==> src/rtl/hue_calc_pipe.sv <==
`default_nettype none
// ============================================================================
// Module   : hue_calc_pipe
// Purpose  : Four-stage streaming map from note position within an octave to
//            a hue on a 2^D colour wheel (piecewise-linear, three segments),
//            with a per-channel bank holding the latest hue of each slot.
// Revision : 1.0 - initial release
// ============================================================================
module hue_calc_pipe #(
  parameter int D         = 10,
  parameter int CHANNELS  = 8,
  parameter int HUE_START = 170,
  parameter int DELTA0    = -170,
  parameter int DELTA1    = -341,
  parameter int DELTA2    = -513,
  localparam int CW       = (CHANNELS > 1) ? $clog2(CHANNELS) : 1
) (
  input  logic                  clk,
  input  logic                  rst,
  input  logic                  in_valid,
  output logic                  in_ready,
  input  logic [D-1:0]          in_pos,
  input  logic [CW-1:0]         in_chan,
  input  logic                  in_last,
  output logic                  out_valid,
  input  logic                  out_ready,
  output logic [D-1:0]          out_hue,
  output logic [CW-1:0]         out_chan,
  output logic                  out_last,
  output logic [CHANNELS*D-1:0] hues_o,
  output logic                  frame_done
);

  // Segment slopes at D+1 bits signed, anchors reduced mod 2^D at elaboration
  localparam logic signed [D:0] DELTA0_S = DELTA0[D:0];
  localparam logic signed [D:0] DELTA1_S = DELTA1[D:0];
  localparam logic signed [D:0] DELTA2_S = DELTA2[D:0];
  localparam int                A1_I     = HUE_START + DELTA0;
  localparam int                A2_I     = A1_I + DELTA1;
  localparam logic [D-1:0]      ANCHOR0  = HUE_START[D-1:0];
  localparam logic [D-1:0]      ANCHOR1  = A1_I[D-1:0];
  localparam logic [D-1:0]      ANCHOR2  = A2_I[D-1:0];

  // Stage valid bits and payload registers
  logic                  v1, v2, v3, v4;
  logic [D-1:0]          s1_pos;
  logic [CW-1:0]         s1_chan, s2_chan, s3_chan, s4_chan;
  logic                  s1_last, s2_last, s3_last, s4_last;
  logic [1:0]            s2_seg, s3_seg;
  logic [D-1:0]          s2_f;
  logic signed [2*D+1:0] s3_m;
  logic [D-1:0]          s4_hue;

  logic                  advance;
  logic                  out_fire;
  logic [D+1:0]          t3;
  logic signed [D:0]     sel_delta;
  logic signed [2*D+1:0] prod;
  logic [D-1:0]          sel_anchor;
  logic [D-1:0]          hue_next;
  logic                  m_unused;

  // Whole pipe moves as one; input is refused while the reset is held
  assign advance  = !v4 || out_ready;
  assign in_ready = advance && rst;
  assign out_fire = v4 && out_ready;

  // 3*pos spans exactly three octave-widths; top two bits pick the segment
  assign t3 = {2'b00, s1_pos} + {1'b0, s1_pos, 1'b0};

  // Both operands widened to the product width so the multiply is exact
  assign prod = {{(D+1){sel_delta[D]}}, sel_delta} * $signed({{(D+2){1'b0}}, s2_f});

  // Bits [2D-1:D] of m are the low D bits of the floored m >>> D
  assign hue_next = sel_anchor + s3_m[2*D-1:D];
  assign m_unused = ^{s3_m[2*D+1:2*D], s3_m[D-1:0]};

  // Slope for the segment currently in S2
  always_comb begin
    sel_delta = DELTA0_S;
    case (s2_seg)
      2'd1:    sel_delta = DELTA1_S;
      2'd2:    sel_delta = DELTA2_S;
      default: sel_delta = DELTA0_S;
    endcase
  end

  // Anchor hue for the segment currently in S3
  always_comb begin
    sel_anchor = ANCHOR0;
    case (s3_seg)
      2'd1:    sel_anchor = ANCHOR1;
      2'd2:    sel_anchor = ANCHOR2;
      default: sel_anchor = ANCHOR0;
    endcase
  end

  // Stage valid bits: cleared by reset, shifted together on advance
  always_ff @(posedge clk or negedge rst) begin
    if (!rst) begin
      v1 <= 1'b0;
      v2 <= 1'b0;
      v3 <= 1'b0;
      v4 <= 1'b0;
    end else if (advance) begin
      v1 <= in_valid;
      v2 <= v1;
      v3 <= v2;
      v4 <= v3;
    end
  end

  // Payload registers: no reset needed, qualified by the valid bits
  always_ff @(posedge clk) begin
    if (advance) begin
      s1_pos  <= in_pos;
      s1_chan <= in_chan;
      s1_last <= in_last;
      s2_seg  <= t3[D+1:D];
      s2_f    <= t3[D-1:0];
      s2_chan <= s1_chan;
      s2_last <= s1_last;
      s3_seg  <= s2_seg;
      s3_m    <= prod;
      s3_chan <= s2_chan;
      s3_last <= s2_last;
      s4_hue  <= hue_next;
      s4_chan <= s3_chan;
      s4_last <= s3_last;
    end
  end

  assign out_valid = v4;
  assign out_hue   = s4_hue;
  assign out_chan  = s4_chan;
  assign out_last  = s4_last;

  // Pulse one cycle after the handshake that closes a frame
  always_ff @(posedge clk or negedge rst) begin
    if (!rst) frame_done <= 1'b0;
    else      frame_done <= out_fire && s4_last;
  end

  // One slot per channel; tags beyond CHANNELS-1 match no slot
  for (genvar c = 0; c < CHANNELS; c++) begin : g_bank
    localparam logic [CW-1:0] IDX = CW'(c);
    logic [D-1:0] slot;

    // Capture the hue delivered to this channel on its handshake
    always_ff @(posedge clk or negedge rst) begin
      if (!rst)                          slot <= '0;
      else if (out_fire && s4_chan == IDX) slot <= s4_hue;
    end

    assign hues_o[c*D +: D] = slot;
  end

endmodule
`default_nettype wire

==> config.mk <==
export PLATFORM = sky130hd
export DESIGN_NAME = hue_calc_pipe
export DESIGN_NICKNAME = d
export VERILOG_FILES = /design/src/rtl/hue_calc_pipe.sv
export SDC_FILE = /design/constraint.sdc
export NUM_CORES = 1
export LEC_CHECK = 0
export ABC_AREA = 0
export BUFFER_PORTS_ARGS = -buffer_cell sky130_fd_sc_hd__buf_4
export CAP_MARGIN = 20
export CORE_MARGIN = 4
export CORE_UTILIZATION = 40
export CTS_BUF_LIST = sky130_fd_sc_hd__clkbuf_8
export CTS_CLUSTER_SIZE = 8
export DETAILED_ROUTE_END_ITERATION = 10
export PLACE_DENSITY = 0.63
export SETUP_SLACK_MARGIN = 0.05
export SLEW_MARGIN = 10
export SYNTH_ARGS = -nofsm -noshare
export SYNTH_HDL_FRONTEND = slang
export SYNTH_SLANG_ARGS = --single-unit
==> constraint.sdc <==
create_clock -name clk -period 5.98 [get_ports clk]
set_input_delay 1.196 -clock clk [delete_from_list [all_inputs] [get_ports clk]]
set_output_delay 1.196 -clock clk [all_outputs]
set_load 0.02 [all_outputs]
# After elaboration in Yosys (flattened, before gate mapping)
# Index checks and enable logic that the tools add are counted.
totals:
  regBits: 155
  in_bits: 18
  wordCells: 57
  output_inout_bits: 97
classes:
  mul: 1
  reduce_logical: 14
  addsub: 2
  n_mux: 2
  n_eq_ne: 11
op_table:
  columns: ["op", "n"]
  rows:
  - ["10-bit case mux with 2 select lines", 2]
  - ["11-bit by 11-bit multiplier with 20-bit output", 1]
  - ["10-bit by 11-bit adder with 12-bit output", 1]
  - ["3-bit == test, second input constant", 4]
  - ["1-bit logical AND", 11]
  - ["10-bit adder", 1]
  - ["3-bit by 2-bit == test with 1-bit output, second input constant", 2]
  - ["2-bit by 1-bit == test with 1-bit output, second input constant", 2]
  - ["2-bit == test, second input constant", 2]
  - ["3-bit by 1-bit == test with 1-bit output, second input constant", 1]
  - ["3-bit logical NOT", 1]
  - ["1-bit logical NOT", 1]
  - ["1-bit logical OR", 1]

# Depth between registers and ports, before layout
logic_depth:
  ltp_word: 3
  depth_mapped: 23
  ltp_nobuf: 22

# Worst setup path before layout
# No wires, ideal clock.
synth_path:
  path_kind: "register to register"
  startpoint: "reg s2_seg[0]"
  endpoint: "reg s3_m[19], data pin"
  required_time_ns: 5.718
  period_less_slack_ns: 5.725
  setup_slack_ns: 0.255
  setup_ns: 0.262
  arrival_ns: 5.463
  stages_incl_launch_ff: 22
  path_buffers: 1
  path_cell_list: "edfxtp_1 > inv_1 > ha_1 > buf_4 > nor2b_1 > inv_1 > fa_1 > inv_1 > fa_1 > fa_1 > fa_1 > inv_1 > fa_1 > inv_1 > ha_1 > o21a_1 > o21ai_0 > nand2b_1 > and3_1 > a221o_2 > a311oi_2 > xnor2_1"
synth_via:
  elab_chain_cells: 3
  word_cells_on_any_way: 4
  classes_between: "mul: 1; eq/ne: 2; mux: 1"
synth_rtl:
  columns: ["item", "line", "text"]
  rows:
  - ["from (decl)", "49", "logic [1:0] s2_seg, s3_seg;"]
  - ["from (signal assigned)", "119", "s2_seg <= t3[D+1:D];"]
  - ["2-bit == test / 2-bit by 1-bit == test with 1-bit output (equally long branches)", "81", "case (s2_seg)"]
  - ["10-bit case mux with 2 select lines *", "81", null]
  - ["11-bit by 11-bit multiplier with 20-bit output *", "72", "assign prod = {{(D+1){sel_delta[D]}}, sel_delta} * $signed({{(D+2){1'b0}}, s2_f});"]
  - ["net prod[19]", "58", "logic signed [2*D+1:0] prod;"]
  - ["to (signal assigned)", "124", "s3_m <= prod;"]
  - ["to (decl)", "51", "logic signed [2*D+1:0] s3_m;"]
# The timed path passes the listed nets; every way through them passes the cells marked *.
# A chain may end at the register's enable or synchronous reset.

# Worst setup path after layout
# Ends and elaborated chain as after synthesis.

==> flow_metrics.py <==
metrics = {
    "status": {
        "outcome": "completed",
    },
    "route": {
        "drt_iter0_markers": 161,
        "avgViaCountPerCell": 4.67,
        "drc": 0,
        "vias": 5356,
        "antenna_left": 0,
        "routed_wl_um": 17400,
        "dr.pass1.iters": 4,
        "wl_per_cell_um": 15.2,
    },
    "global_route": {
        "overflow": 0,
        "grt_pass1_wl_um": 29600,
        "antenna_found_initial": 0,
        "grt_max_degree": 77,
        "track_usage_pct": 14.4,
        "grt_pass1_vias": 5705,
    },
    "worst_setup_path": {
        "path_max_fanout": 10,
        "criticalPathCategory": "register to register",
        "r2r_cells": 19,
        "critPathLaunchType": "register",
        "reg2reg_from": "s2_seg[0]",
        "rr_endpoint": "s3_m[19]",
        "cp.arrival_ns": 5.91,
        "required_ns": 6.17,
        "r2r_slack_ns": 0.27,
        "cp-end-kind": "register",
    },
    "sta": {
        "slew_violations": 0,
        "skew_ns": 0.0182,
        "setup_tns_ns": 0,
        "worst_pin_slew_ns": 1.06,
        "timing.final.crit_share_pct": 95.5,
        "setup_viol": 0,
        "worst_slack_ns": 0.267,
        "relSlewSlack_pct": 29.1,
        "max_clock_freq_ghz": 0.175,
        "post-route-min-period_ns": 5.71,
        "rsz0062_at_grt": "false",
        "hold_violations": 0,
    },
    "placed_design": {
        "place_inst": 1110,
        "gp_congestion": 0.831,
        "dp_hpwl_um": 13400,
        "io_buffer_count": 114,
        "dpl-instance-area_sq_um": 10400,
        "post-place-ws_ns": 0.101,
    },
    "synth": {
        "synth_warnings": 0,
        "yosys-top-cells-area": "dfrtp_1 23%, edfxtp_1 20%, fa_1 18%",
        "synth.largest_area_cell": "dfrtp_1",
        "syn_nets": 877,
        "synth_top_area_share_pct": 23.3,
        "yosys.cell_types.count": 42,
        "syn_inst": 710,
        "synth.avg_cell_area_sq_um": 12.8,
        "ys_seq_area_share_pct": 43.1,
        "mappedNetlistArea_sq_um": 9110,
        "ys_ff_latch": 145,
    },
    "clock_network": {
        "tritoncts": "done",
        "clk_pin_slew_ns": 0.10,
        "htree_levels": 4,
        "clock_latency_ns": 0.46,
        "ctsLongestPathBuffers": 2,
        "ctsRootBufferMaster": "clkbuf_8",
        "numCtsBuffers": 17,
        "cts.sinks": 145,
    },
    "cells_and_area": {
        "stdcell_count": 1146,
        "final_common_cell": "inv_1",
        "nets": 1020,
        "antenna-diode-count": 0,
        "nFillCells": 1976,
        "final_cell_mix": "143 x inv_1, 129 x buf_4, 85 x dfrtp_1, 81 x fa_1, 80 x mux2_2",
        "area_growth_pct": 19.5,
        "drive_above_1_share_pct": 30.4,
        "fin_area_sq_um": 10900,
    },
    "floorplan": {
        "dieArea_sq_um": 25300,
        "rows": 54,
        "initial_core_util_pct": 41.2,
        "core-area_sq_um": 22100,
        "die_y_um": 159,
        "io_pins": 115,
        "die_w_um": 159,
    },
    "flow_run": {
        "cap_violations": 0,
    },
    "hold_path": {
        "holdPathEnd": "out_chan[1]",
        "min_from": "s3_chan[1]",
        "hp-class": "register to register",
        "hold_path_depth": 0,
    },
}
## worst max path at each step
stage                     startpoint       end  slack, ns  depth (start not counted)
after CTS                  s2_seg[0]  s3_m[19]       0.06                         19
after global placement     s2_seg[0]  s3_m[19]       0.19                         20
after floorplan            s2_seg[0]  s3_m[19]       0.25                         21
final                      s2_seg[0]  s3_m[19]       0.27                         19
after detailed placement   s2_seg[0]  s3_m[19]       0.10                         20
after global routing       s2_seg[0]  s3_m[19]       0.04                         19
## area by class of cell
| type | instances | area, sq um | area share [%] |
|---|---|---|---|
| multi-input combinational | 415 | 4720 | 43.3 |
| sequential | 145 | 3930 | 36.1 |
| timing repair buffer | 129 | 968 | 8.89 |
| inverter | 145 | 544 | 5.00 |
| tap | 280 | 350 | 3.22 |
| clock buffer | 18 | 248 | 2.27 |
| clock inverter | 14 | 131 | 1.21 |
## synth_stat cells
| cell | instances |
|---|---|
| buf_4 | 1 |
| xnor2_1 | 35 |
| mux2_2 | 80 |
| a31oi_1 | 4 |
| nor2b_1 | 15 |
| nand2b_1 | 17 |
| a311oi_2 | 1 |
| nor3_1 | 2 |
| clkbuf_1 | 4 |
| or2b_1 | 1 |
| a41oi_2 | 1 |
| and4b_1 | 1 |
| nand4b_1 | 1 |
| a21oi_1 | 13 |
| or3_1 | 3 |
| inv_1 | 145 |
| o21ai_0 | 7 |
| and3_1 | 2 |
| a21boi_0 | 1 |
| fa_1 | 82 |
| and3_2 | 1 |
| ha_1 | 67 |
| o21a_1 | 1 |
| or2_2 | 1 |
| nor4_1 | 1 |
| a22o_1 | 1 |
| nand3_1 | 2 |
| a21o_1 | 9 |
| edfxtp_1 | 60 |
| o21bai_1 | 5 |
| xor2_1 | 15 |
| o21ai_2 | 1 |
| nand3b_1 | 1 |
| nor2_1 | 17 |
| nor3b_1 | 2 |
| o22a_1 | 1 |
| a221o_2 | 1 |
| nand2_1 | 19 |
| and2_1 | 2 |
| a2111oi_0 | 1 |
| dfrtp_1 | 85 |
| or4_1 | 1 |
## flip-flops by register name, summed over array words and instances (netlist names)
name,cells
frame_done,1
out_hue,10
s1_chan,3
out_last,1
v3,1
v1,1
s3_seg,2
s1_pos,10
s2_seg,2
s2_chan,3
s3_chan,3
out_valid,1
s2_f,10
g_bank.slot,80
s3_last,1
v2,1
out_chan,3
s2_last,1
s3_m,10
s1_last,1
## repair_timing
| action | CTS | global route |
|---|---|---|
| setup buffers | 0 | 4 |
| endpoints found under the setup margin | 0 | 4 |
| hold buffers | 0 | 0 |
| gates resized for setup | 0 | 20 |
## critical path, stage by stage, from the launching register on
cell and delay, ns:
edfxtp_1 0.48, inv_2 0.11, ha_4 0.24, nand2b_2 0.25, fa_1 0.50, xnor2_1 0.18
a22o_1 0.21, fa_1 0.49, fa_1 0.49, inv_1 0.05, fa_1 0.53, inv_1 0.04
ha_1 0.21, or3_1 0.36, a41oi_2 0.19, and3_4 0.22, o21ai_2 0.08, a221o_2 0.42
a311oi_2 0.29, xnor2_1 0.10
## stage by stage
| stage | hold WS [ns] | utilization, % |
|---|---|---|
| finish | 0.421 | 49.3 |
| global route | 0.431 | 49.3 |
| CTS | 0.421 | 48.7 |
| detailed placement | 0.405 | 47.0 |
| global placement | 0.400 | 47.0 |
| floorplan | 0.400 | - |
## per-layer routing
layer | vias to the layer above | track usage (%) | routed length [um] | part of all wire (%)
li1 | 2582 | - | - | -
met1 | 2629 | 19.3 | 8000 | 46
met2 | 126 | 23.7 | 8390 | 48
met3 | 19 | 3.49 | 792 | 4.6
met4 | 0 | 3.91 | 185 | 1.1
met5 | - | 0 | 0 | 0
## kinds of logic after synthesis
kind of cell | Yosys count | share of synthesized area (%)
buffers and inverters | 150 | 6.22
adders and majority gates | 149 | 27.2
DFF | 145 | 43.1
and+or+nand+nor | 89 | 5.22
muxes | 80 | 9.89
xor gates and xnor gates | 50 | 4.81
AOI/OAI and AO/OA | 47 | 3.54
Power is left out: the tool's default activity adds up to more than one toggle a clock period on the data nets, which glitch-free logic cannot reach.
